File: src/rtl/des_encipher_round_ctrl.sv
// Encipher-side round sequencer for the DES core: IDLE -> LOAD -> ROUND x ROUNDS -> DONE.
// Optional build macro DES_ENC_ABORT_EN adds an enc_abort input that cancels a block in flight.
module des_encipher_round_ctrl #(
    parameter int unsigned ROUNDS = 16,
    parameter int unsigned CNT_W  = 4
) (
    input  logic             clk,
    input  logic             rst_n,
`ifdef DES_ENC_ABORT_EN
    input  logic             enc_abort,
`endif
    input  logic             des_encipher_en,
    input  logic             des_decipher_en,
    input  logic             key_process,
    input  logic             decipher_process,
    input  logic             dout_ready,
    output logic             encipher_process,
    output logic             load_block,
    output logic             round_en,
    output logic [CNT_W-1:0] round_cnt,
    output logic             k16_complete,
    output logic             dout_valid,
    output logic             enc_ready,
    output logic             start_reject
);

    typedef enum logic [1:0] {StIdle, StLoad, StRound, StDone} state_e;

    localparam logic [CNT_W-1:0] LastRound = CNT_W'(ROUNDS - 1);

    state_e           state_q, state_d;
    logic [CNT_W-1:0] cnt_d;
    logic             abort;
    logic             accept;
    logic             k16_q;

`ifdef DES_ENC_ABORT_EN
    assign abort = enc_abort;
`else
    assign abort = 1'b0;
`endif

    assign accept = des_encipher_en & ~des_decipher_en & ~key_process & ~decipher_process
                  & ((state_q == StIdle) | ((state_q == StDone) & dout_ready));

    always_comb begin
        state_d = state_q;
        cnt_d   = round_cnt;
        unique case (state_q)
            StIdle: begin
                if (accept) state_d = StLoad;
            end
            StLoad: begin
                cnt_d   = '0;
                state_d = abort ? StIdle : StRound;
            end
            StRound: begin
                // Abort wins over the ROUND->DONE exit.
                if (abort) begin
                    state_d = StIdle;
                    cnt_d   = '0;
                end else if (round_cnt == LastRound) begin
                    state_d = StDone;
                    cnt_d   = '0;
                end else begin
                    cnt_d = round_cnt + 1'b1;
                end
            end
            StDone: begin
                if (dout_ready) state_d = accept ? StLoad : StIdle;
            end
            default: begin
                state_d = StIdle;
                cnt_d   = '0;
            end
        endcase
    end

    // Outputs are registered from the next-state decode so they track state_q exactly.
    always_ff @(posedge clk or negedge rst_n) begin
        if (!rst_n) begin
            state_q          <= StIdle;
            round_cnt        <= '0;
            encipher_process <= 1'b0;
            load_block       <= 1'b0;
            round_en         <= 1'b0;
            k16_q            <= 1'b0;
            dout_valid       <= 1'b0;
        end else begin
            state_q          <= state_d;
            round_cnt        <= cnt_d;
            encipher_process <= (state_d != StIdle);
            load_block       <= (state_d == StLoad);
            round_en         <= (state_d == StRound);
            k16_q            <= (state_d == StRound) && (cnt_d == LastRound);
            dout_valid       <= (state_d == StDone);
        end
    end

    // An abort on the last round suppresses the completion pulse as well.
    assign k16_complete = k16_q & ~abort;
    assign enc_ready    = (state_q == StIdle) & ~key_process & ~decipher_process;
    assign start_reject = des_encipher_en & ~accept;

endmodule
File: config.mk
export PLATFORM = sky130hd
export DESIGN_NAME = des_encipher_round_ctrl
export DESIGN_NICKNAME = d
export VERILOG_FILES = /design/src/rtl/des_encipher_round_ctrl.sv
export SDC_FILE = /design/constraint.sdc
export NUM_CORES = 1
export LEC_CHECK = 0
export ABC_AREA = 0
export CAP_MARGIN = 20
export CORE_MARGIN = 2
export CORE_UTILIZATION = 45
export CTS_CLUSTER_SIZE = 10
export DETAILED_ROUTE_END_ITERATION = 8
export PLACE_DENSITY = 0.76
export SYNTH_ARGS = -nofsm -noshare
export SYNTH_HDL_FRONTEND = slang
export SYNTH_SLANG_ARGS = --single-unit
File: constraint.sdc
create_clock -name clk -period 2.9 [get_ports clk]
set_clock_uncertainty 0.2 [all_clocks]
set_input_delay 0.87 -clock clk [delete_from_list [all_inputs] [get_ports clk]]
set_output_delay 0.87 -clock clk [all_outputs]
set_load 0.01 [all_outputs]
==> metrics.cfg, run 1 <==
[status]
violations=setup timing
outcome=complete, but fails checks

[yosys]
syn_area_sq_um=631.9
synthFlopType=dfrtp_1
yosys-top-cells-count=dfrtp_1 (11), ha_1 (6), inv_1 (4), nand2b_1 (3), o21ai_0 (3)
synth_top_area_cell=dfrtp_1
synth_area_leaders=dfrtp_1 (44%), ha_1 (12%), nand2b_1 (3.0%)
synth_nets=71
synth_warnings=0
synth_edf_count=0
async_flop_share_pct=100.0
ys_seq_area_share_pct=43.56
synth_top_area_share_pct=43.56
ys_ff_latch=11
post_synth.cell_area_avg_sq_um=10.89
yosysMostFrequentCell=dfrtp_1
syn_inst=58
ys_types=30

[clock_network]
cts.path.max_buffers=2
h-tree-depth=1
cts_root_buffer=clkbuf_4
clkLatencyLatePin_ns=0.26
clkTransAtPathRegs_ns=0.07
numCtsBuffers=3
clkSinkCount=11
cts_tree=built

[sta]
max_slew.worst_pin.slew_ns=0.4585
maxSlewHeadroom_pct=69.33
final.setup.worst_slack_ns=-0.1106
slew_viol_final=0
fin_tns_setup_ns=-0.1106
rsz0062_at_grt=true
fin_crit_sh_pct=103.8
setup_violations=1
period_needed_ns=3.011
fmax_ghz=0.3322
whs_ns=0.3995
hold_viol_final=0

[setup_path]
cp_slowest_stage_delay_ns=0.54
crit_family=simple AND/OR/NAND/NOR gates
worstPathRequired_ns=1.83
crit_path_start_kind=input port
r2r_start=state_q[0]
critPathSlowestCell=or4b_4
path_max_fanout=2
worst-setup-path-type=input port to output pin
cp_common_cell=buf_6
endpoint_kind=output pin
r2r-end=k16_complete
path_cells=buf_6 -> or4b_4 -> nor2_4 -> and2b_2 -> buf_6
cp_data_arrival_time_ns=1.94
r2r_cells=8
path_buf_inv=2
r2r_setup_slack_ns=0.83

[drt]
vias_per_cell=5.286
wl_per_cell_um=13.00
antenna_left=0
first_pass_iters=4
totalWireLength_mm=1.274
drc=0
route.vias.total=518
dr.first_iter.drc_count=11

[floorplanning]
die_y_um=41.47
fp.dieArea_sq_um=1720
start_util_pct=48.56
ios=18
core_sq_um=1301
die_x_um=41.47
rows=13

[global_route]
grtUsageTotal_pct=15.86
grt_max_degree=12
grt_pass1_wl_mm=2.242
grt_pass1_vias=520
antenna_found_initial=0
globalRouteOverflowTotal=0

[placement]
portBuffers=17
gp_congestion=0.7759
dp_hpwl_mm=1.033
dp_slack_ns=-0.8126

[finish]
diodes=0
multi_input_area_sq_um=341.6
area_growth_pct=37.23
fillers=117
register_area_sq_um=275.3
finish.utilization_pct=66.63
layout.nets=97
drive_above_1_share_pct=25.30

[power]
p_leak_nw=0.4273
p_per_area_nw_per_um2=716.6
irDropWorstVdd_v=0.0004164

[hold_path]
hold_end=round_cnt[3]
whs_path_depth=1
hp-class=flop to flop
hp-start=round_cnt[3]

[flow_run]
cap_viol_max_count=0

## repair_timing
action,CTS,global route
endpoints found under the hold margin,0,0
pin swaps,2,0
hold buffers,0,0
setup buffers,1,0
gates resized for setup,21,1
gates cloned,0,0
setup endpoints to repair,2,1
## worst max-delay path by stage
stage,startpoint,to,slack [ns],depth (start not counted)
CTS,key_process,start_reject,-0.12,5
global route,key_process,start_reject,-0.15,5
global placement,decipher_process,start_reject,-0.79,5
floorplan,des_decipher_en,start_reject,0.06,3
detailed placement,des_decipher_en,start_reject,-0.81,5
finish,key_process,start_reject,-0.11,5
## power breakdown
group	switching [mW]	internal, mW	total (mW)
clock network	0.0478	0.0531	0.101
registers	0.0308	0.191	0.221
logic	0.153	0.146	0.299
## final cells by class
type                    instances  share of cell area (%)
multi-input cells              42                   39.39
flip-flops and latches         11                   31.75
repair buffers                 21                   21.50
clock buffers                   4                   3.030
inverters                       5                   2.165
well taps                      15                   2.165
## worst reg2reg max path: cells and delay by family (launching register included)
kind                       cells  cell delay (ns)
adders and majority gates      1             0.25
AOI/OAI and AO/OA              2             0.40
and+or+nand+nor                2             0.35
DFF                            1             0.41
buffers and inverters          3             0.34
## cells by family (layout without fill, tap and decap cells)
| logic type | after synthesis | count (layout) | share of synthesized area (%) |
|---|---|---|---|
| buffers and inverters | 5 | 30 | 2.969 |
| adder cells (fa/ha/maj) | 6 | 6 | 11.88 |
| flip-flops | 11 | 11 | 43.56 |
| AND/OR/NAND/NOR | 21 | 21 | 22.38 |
| AO/OA/AOI/OAI | 15 | 15 | 19.21 |
## metal layers
| metal | share of wire, % | global-route usage [%] |
|---|---|---|
| met1 | 44 | 22.75 |
| met2 | 53 | 26.25 |
| met5 | 0 | 0 |
| met4 | 0 | 1.935 |
| met3 | 3.3 | 2.174 |
## cell usage in the layout (no fill, tap or decap)
cell / count
o21bai_1: 1
and2b_1: 1
nand2b_1: 3
or2_2: 1
inv_2: 1
a22oi_1: 2
a21oi_2: 1
a21oi_1: 1
buf_4: 4
inv_1: 4
o211ai_2: 1
nor4b_1: 1
a22o_4: 1
buf_6: 2
nor3b_1: 2
o31ai_2: 1
a211o_1: 1
o211ai_1: 1
nor3_1: 1
and3_1: 1
nor2_4: 1
a21boi_0: 1
clkbuf_1: 1
nor2b_1: 1
dlygate4sd2_1: 1
or4b_4: 1
clkdlybuf4s50_1: 11
nor2_1: 1
ha_1: 6
and2_1: 2
nand2_1: 2
nand3_1: 2
a21o_1: 1
buf_2: 3
clkbuf_4: 3
o21ai_0: 3
dfrtp_1: 11
and2b_2: 1
## state kept, by name, indices dropped and copies added, names as in the netlist
name,count
dout_valid,1
encipher_process,1
k16_complete,1
load_block,1
round_cnt,4
round_en,1
state_q,2
## stage by stage
step                      area (sq um)  total power, mW  cells
after global placement           843.3           0.5134     93
after CTS                        863.3           0.6244     98
after floorplan                  631.9           0.4035     58
after detailed placement         843.3           0.5233     93
final                            867.1           0.6213     98
after global routing             867.1           0.6673     98
Power figures use the tool's default switching activity.
==> inputs of run 2 (changes only) <==
- GPL_ROUTABILITY_DRIVEN: not set -> 0
==> results of run 2 <==
The final DEF is identical to that of run 1; final timing and power are the same.
